$ cat src/rtl/param_updown_counter_if.sv
// param_updown_counter_if: control and status bundle of the modulo-N up/down counter
interface param_updown_counter_if #(
    parameter int WIDTH = 4
);
    logic             en;
    logic             up_dn;
    logic             load;
    logic [WIDTH-1:0] load_val;
    logic [WIDTH-1:0] q;
    logic             tc;
    logic             wrap;

    modport master (
        output en, up_dn, load, load_val,
        input  q, tc, wrap
    );

    modport slave (
        input  en, up_dn, load, load_val,
        output q, tc, wrap
    );
endinterface

$ cat src/rtl/param_updown_counter.sv
// param_updown_counter: prescaled modulo-N up/down counter built from per-bit toggle stages
module param_updown_counter #(
    parameter int WIDTH    = 4,
    parameter int MODULUS  = 10,
    parameter int PRESCALE = 1
) (
    input logic                  sysclk,
    input logic                  rst_n,
    param_updown_counter_if.slave bus
);
    localparam int               PS_W = (PRESCALE > 1) ? $clog2(PRESCALE) : 1;
    localparam logic [PS_W-1:0]  PS_LAST = PS_W'(PRESCALE - 1);
    localparam logic [WIDTH-1:0] Q_MAX = WIDTH'(MODULUS - 1);
    localparam logic [WIDTH:0]   MOD_EXT = (WIDTH + 1)'(MODULUS);

    logic [WIDTH-1:0] r_q;
    logic             r_wrap;
    logic [PS_W-1:0]  r_ps;
    logic [WIDTH-1:0] w_tog;
    logic [WIDTH-1:0] w_next;
    logic [WIDTH-1:0] w_load_sat;
    logic             w_step;
    logic             w_ps_last;
    logic             w_at_end;

    // Bit i toggles when every lower bit is 1 (counting up) or 0 (counting down).
    for (genvar i = 0; i < WIDTH; i++) begin : g_tog
        localparam logic [WIDTH-1:0] LOW = WIDTH'((64'd1 << i) - 64'd1);
        assign w_tog[i] = bus.up_dn ? ((r_q & LOW) == LOW) : ((r_q & LOW) == '0);
    end

    assign w_ps_last  = (r_ps == PS_LAST);
    assign w_step     = bus.en & w_ps_last;
    assign w_at_end   = bus.up_dn ? (r_q == Q_MAX) : (r_q == '0);
    assign w_load_sat = ({1'b0, bus.load_val} >= MOD_EXT) ? Q_MAX : bus.load_val;
    // A wrap step overrides the toggle result with the range end for the new direction.
    assign w_next     = w_at_end ? (bus.up_dn ? '0 : Q_MAX) : (r_q ^ w_tog);

    assign bus.q    = r_q;
    assign bus.wrap = r_wrap;
    assign bus.tc   = w_at_end;

    // Count state: reset beats load, load beats a step, otherwise step or hold.
    always_ff @(posedge sysclk) begin
        if (!rst_n) begin
            r_q    <= '0;
            r_wrap <= 1'b0;
            r_ps   <= '0;
        end else if (bus.load) begin
            r_q    <= w_load_sat;
            r_wrap <= 1'b0;
            r_ps   <= '0;
        end else begin
            if (bus.en) r_ps <= w_ps_last ? '0 : r_ps + 1'b1;
            r_q    <= w_step ? w_next : r_q;
            r_wrap <= w_step & w_at_end;
        end
    end
endmodule
$ cat src/flat_wrapper.sv
// flat-port wrapper written by rule: the top's interface ports become plain ports
module param_updown_counter_flat 
#(
    parameter int WIDTH    = 4,
    parameter int MODULUS  = 10,
    parameter int PRESCALE = 1
)
  (sysclk, rst_n, bus_en, bus_up_dn, bus_load, bus_load_val, bus_q, bus_tc, bus_wrap);
  param_updown_counter_if #(.WIDTH(WIDTH)) bus_i ();
  input logic sysclk;
  input logic rst_n;
  input wire logic [$bits(bus_i.en)-1:0] bus_en;
  input wire logic [$bits(bus_i.up_dn)-1:0] bus_up_dn;
  input wire logic [$bits(bus_i.load)-1:0] bus_load;
  input wire logic [$bits(bus_i.load_val)-1:0] bus_load_val;
  output wire logic [$bits(bus_i.q)-1:0] bus_q;
  output wire logic [$bits(bus_i.tc)-1:0] bus_tc;
  output wire logic [$bits(bus_i.wrap)-1:0] bus_wrap;
  assign bus_i.en = bus_en;
  assign bus_i.up_dn = bus_up_dn;
  assign bus_i.load = bus_load;
  assign bus_i.load_val = bus_load_val;
  assign bus_q = bus_i.q;
  assign bus_tc = bus_i.tc;
  assign bus_wrap = bus_i.wrap;
  param_updown_counter #(.WIDTH(WIDTH), .MODULUS(MODULUS), .PRESCALE(PRESCALE)) u_core (.sysclk(sysclk), .rst_n(rst_n), .bus(bus_i));
endmodule
$ cat config.mk
export PLATFORM = sky130hd
export DESIGN_NAME = param_updown_counter_flat
export DESIGN_NICKNAME = d
export VERILOG_FILES = /design/src/rtl/param_updown_counter_if.sv /design/src/rtl/param_updown_counter.sv /design/src/flat_wrapper.sv
export SDC_FILE = /design/constraint.sdc
export NUM_CORES = 1
export LEC_CHECK = 0
export BUFFER_PORTS_ARGS = -buffer_cell sky130_fd_sc_hd__buf_2
export CAP_MARGIN = 30
export CORE_AREA = 2 2 39 41
export DETAILED_ROUTE_END_ITERATION = 12
export DIE_AREA = 0 0 41 43
export GPL_TIMING_DRIVEN = 1
export HOLD_SLACK_MARGIN = 0.15
export PLACE_DENSITY_LB_ADDON = 0.15
export SYNTH_ARGS = -nofsm -noshare
export SYNTH_HDL_FRONTEND = slang
export SYNTH_SLANG_ARGS = --single-unit
$ cat constraint.sdc
create_clock -name sysclk -period 3.8 [get_ports sysclk]
set_clock_uncertainty 0.15 [all_clocks]
set_input_delay 0.19 -clock sysclk [delete_from_list [all_inputs] [get_ports sysclk]]
set_output_delay 0.19 -clock sysclk [all_outputs]
set_load 0.03 [all_outputs]
; After elaboration in Yosys (flattened, before gate mapping)
; Cells that the tools add are included.
[op_classes]
add_sub_neg = 1
n_lt_le_gt_ge = 1
eq_ne = 3
mux = 10
n_bitwise = 5
reduce_logical = 6
[op_table]
columns = cell, count
row1 = 2-to-1 mux 4 bit, 5
row2 = logical NOT 4 bit, 4
row3 = 2-to-1 mux 1 bit, 5
row4 = "== test 4 bit, second input constant", 1
row5 = "greater-or-equal comparator 4 bit, second input constant", 1
row6 = bitwise XOR 4 bit, 1
row7 = "== test 3 bit, second input constant", 1
row8 = AND 1 bit, 2
row9 = "== test 2 bit, second input constant", 1
row10 = NOT 1 bit, 2
row11 = nonzero test 2 bit, 1
row12 = OR reduction 2 bit, 1
row13 = "adder 1 bit, second input constant", 1
[totals]
reg_bits = 6
inputBits = 9
output_inout_bits = 6
word_cells = 29

; Longest topological paths before layout
[logic_depth]
word_depth = 6
ltp_mapped = 5
ltp_nobuf = 4

; Least setup slack after synthesis
; Ideal clock, no wire load.
[synth_timing]
path_type = register to register
start = reg u_core.r_q[0], in the netlist u_core.bus.q[0]
end = reg u_core.r_wrap, in the netlist u_core.bus.wrap
setup_ps = 61
t_arrival_ps = 1521
required_time_ps = 3589
path_slack_ps = 2067
path_stages_with_launch = 5
path_buffers = 0
synth_period_minus_slack_ps = 1733
path_cell_list = dfxtp_1 -> and2_1 -> a21oi_1 -> nor3_2 -> and3_1
[synth_via]
elab_chain_len = 3
elab_cells_between_ends = 4
classes_between = 1 x eq/ne / 1 x mux / 1 x bitwise / 1 x reduce/logical
[synth_rtl]
columns = item, line
row1 = "start, declared", param_updown_counter.sv:16  ; logic [WIDTH-1:0] r_q;
row2 = "start signal, assigned", param_updown_counter.sv:50  ; r_q <= w_load_sat;
row3 = "start signal, assigned", param_updown_counter.sv:55  ; r_q <= w_step ? w_next : r_q;
row4 = == test 4 bit / logical NOT 4 bit (equally long branches), param_updown_counter.sv:34  ; assign w_at_end = bus.up_dn ? (r_q == Q_MAX) : (r_q == '0);
row5 = 2-to-1 mux 1 bit (*), param_updown_counter.sv:34
row6 = net bus_tc, flat_wrapper.sv:17  ; output wire logic [$bits(bus_i.tc)-1:0] bus_tc;
row7 = AND 1 bit (*), param_updown_counter.sv:56  ; r_wrap <= w_step & w_at_end;
row8 = "end signal, assigned", param_updown_counter.sv:56
row9 = "end, declared", param_updown_counter.sv:17  ; logic r_wrap;
; Mark *: on every way through the listed nets, which the timed path passes. The rest lies on a longest branch.
; A chain may end at the register's enable or synchronous reset.

; Worst setup path in the final report
[layout_timing]
start = in bus_load_val[3]
end = reg u_core.r_q[0], in the netlist u_core.bus.q[0]
[layout_via]
elab_chain_len = 3
[layout_rtl]
columns = item, line
row1 = "start, declared", flat_wrapper.sv:15  ; input wire logic [$bits(bus_i.load_val)-1:0] bus_load_val;
row2 = greater-or-equal comparator 4 bit, param_updown_counter.sv:35  ; assign w_load_sat = ({1'b0, bus.load_val} >= MOD_EXT) ? Q_MAX : bus.load_val;
row3 = 2-to-1 mux 4 bit, param_updown_counter.sv:35
row4 = 2-to-1 mux 4 bit, param_updown_counter.sv:49  ; end else if (bus.load) begin
; Every way passes these cells.

==> out/metrics.yaml <==
grt_pass1_wl_mm: 1.53
first_pass_iters: 4
die_x_um: 41
ys_ff_latch: 5
synth_area_per_cell_sq_um: 7.90
power.total_w: 0.000174
cp_max_fo: 3
routed.top_layer: "met4"
clock-sinks: 5
final_cell_mix: "14 x buf_2, 5 x dlygate4sd3_1, 5 x dfxtp_1, 4 x a21oi_1"
min_path_type: "input port to flip-flop"
final-seq-area_sq_um: 100
dpl.hpwl_um: 687
final_common_cell: "buf_2"
netlist_top_cells_area: "dfxtp_1 28%, a21oi_1 5.6%, xor2_1 4.9%"
grtUsageTotal: 0.132
die-area_sq_mm: 0.00176
wl_met1_um: 414
drc: 0
wl_met2_um: 461
cts_setup_buffers: 0
core_area_sq_mm: 0.00138
start_kind: "input port"
final.period_utilization: 0.441
critPathRequiredTime_ns: 3.83
via_per_inst: 5.01
syn-num-nets: 54
pin_count: 15
clkTransAtPathRegs_ns: 0.05
slew_headroom: 0.795
yosys_warnings: 0
intPower_w: 0.000118
gp_congestion: 0.698
root_buffer: "clkbuf_4"
grt_max_degree: 10
p_sw_frac: 0.323
final.min_clock_period_ns: 1.67
endpoint_kind: "flip-flop"
clk_path_buf_depth: 2
start_util: 0.257
finalSetupViolations: 0
dieHeight_um: 43
postRouteAntennaNets: 0
cts_made_buffers: 3
port_buffers: 14
clock_latency_ns: 0.24
rsz0062_at_grt: "no"
route.final.wire_length_um: 943
stdcell_area_sq_um: 505
hold_viol_final: 0
htreeDepth: 1
leakage_nw: 0.226
post_drt_wl_per_cell_um: 11.5
grt.overflow.total: 0
power.share.clock: 0.357
status: "complete, no violations"
place_ws_ns: 2.38
tightest_slew_ns: 0.307
arrival_ns: 1.71
critPathKind: "input port to flip-flop"
cap_violations: 0
cts_tree: "yes"
n_antenna_cell: 0
drtIter0Drc: 5
hold_slack_ns: 0.227
synth_area_leader_cell: "dfxtp_1"
power_per_cell_area_mw_per_mm2: 344
n_fill_cell: 166
yosysTopAreaCellShare: 0.282
fin_ws_ns: 2.13
nNetsFinal: 76
ys_types: 25
num_vias: 411
seqPwrFrac: 0.364
fp-row-count: 14
p_comb_frac: 0.279
synthesis.area_sq_um: 355
max_freq_ghz: 0.597
setup_tns_ns: 0
wl_met3_um: 48
multi_input_area_sq_um: 228
dpl-instance-area_sq_um: 429
antenna_found_initial: 0
switching_power_w: 0.0000561
slew_viol_final: 0
yosysSeqAreaShare: 0.282
drive_gt1_frac: 0.288
syn_inst: 45
peakVddDrop_mv: 0.115
area_delta_synth_final_pct: 42.3
cts_resized: 0
grt_pass1_vias: 382
cts_hold_buf: 5
## power by group through the flow
stage	sequential, W	clock (W)	combinational, W
final	0.0000633	0.0000621	0.0000485
after global placement	0.0000642	0	0.0000443
after global routing	0.0000645	0.0000675	0.0000531
after CTS	0.0000633	0.0000644	0.0000488
after floorplan	0.0000687	0	0.0000268
after detailed placement	0.0000643	0	0.0000442
## worst max-delay path, cell delays in order
cell,delay [ns]
dlygate4sd3_1,0.51
buf_2,0.11
o21ai_0,0.07
a311oi_1,0.24
dlygate4sd3_1,0.58
## cells by family (layout without fill, tap and decap cells)
family,count (synthesis),after routing,share of synthesized area
AND/OR/NAND/NOR,20,20,0.345
AO/OA/AOI/OAI,13,13,0.247
flip-flops,5,5,0.282
buffers and inverters,5,26,0.0774
XOR/XNOR,2,2,0.0493
## final cells by class
class	instances	share of cell area
Clock buffer	4	0.0520
Timing Repair Buffer	19	0.238
Multi-Input combinational cell	35	0.450
Tap cell	16	0.0396
Inverter	3	0.0223
Sequential cell	5	0.198
## final timing paths
check	from	to	slack [ns]	cells past startpoint
setup / recovery	bus_load_val[3]	u_core.bus.q[0]$_SDFFE_PN0P_	2.13	5
hold reg to reg	u_core.bus.q[3]$_SDFFE_PN0P_	u_core.bus.q[3]$_SDFFE_PN0P_	0.55	2
hold / removal	bus_en	u_core.bus.q[2]$_SDFFE_PN0P_	0.23	3
setup reg to reg	u_core.bus.q[0]$_SDFFE_PN0P_	u_core.bus.q[0]$_SDFFE_PN0P_	2.16	4
## metal layers
layer	vias up	global-route usage
met5	-	0
li1	207	-
met2	11	0.206
met1	191	0.154
met4	0	0.100
met3	2	0.0157
## stage by stage
stage           util  instances
2_1_floorplan      -         45
3_3_place_gp   0.310         73
3_5_place_dp   0.310         73
4_1_cts        0.365         82
5_1_grt        0.365         82
6_report       0.365         82
## sequential cells by signal, summed over array words and instances (netlist names)
register         cells
u_core.bus.q         4
u_core.bus.wrap      1
## Yosys cell counts
cell / number
dfxtp_1: 5
a21oi_1: 4
inv_1: 3
nand3_1: 3
nor2_1: 3
nor3_1: 3
and3_1: 2
nand2b_1: 2
nor3b_1: 2
o21ai_0: 2
xor2_1: 2
a21boi_0: 1
a221o_1: 1
a22oi_1: 1
a311oi_1: 1
a31oi_1: 1
and2_1: 1
buf_2: 1
buf_6: 1
nor2b_1: 1
nor3_2: 1
nor4_2: 1
o221a_1: 1
o22ai_1: 1
or2_0: 1
Power figures use the tool's default switching activity.
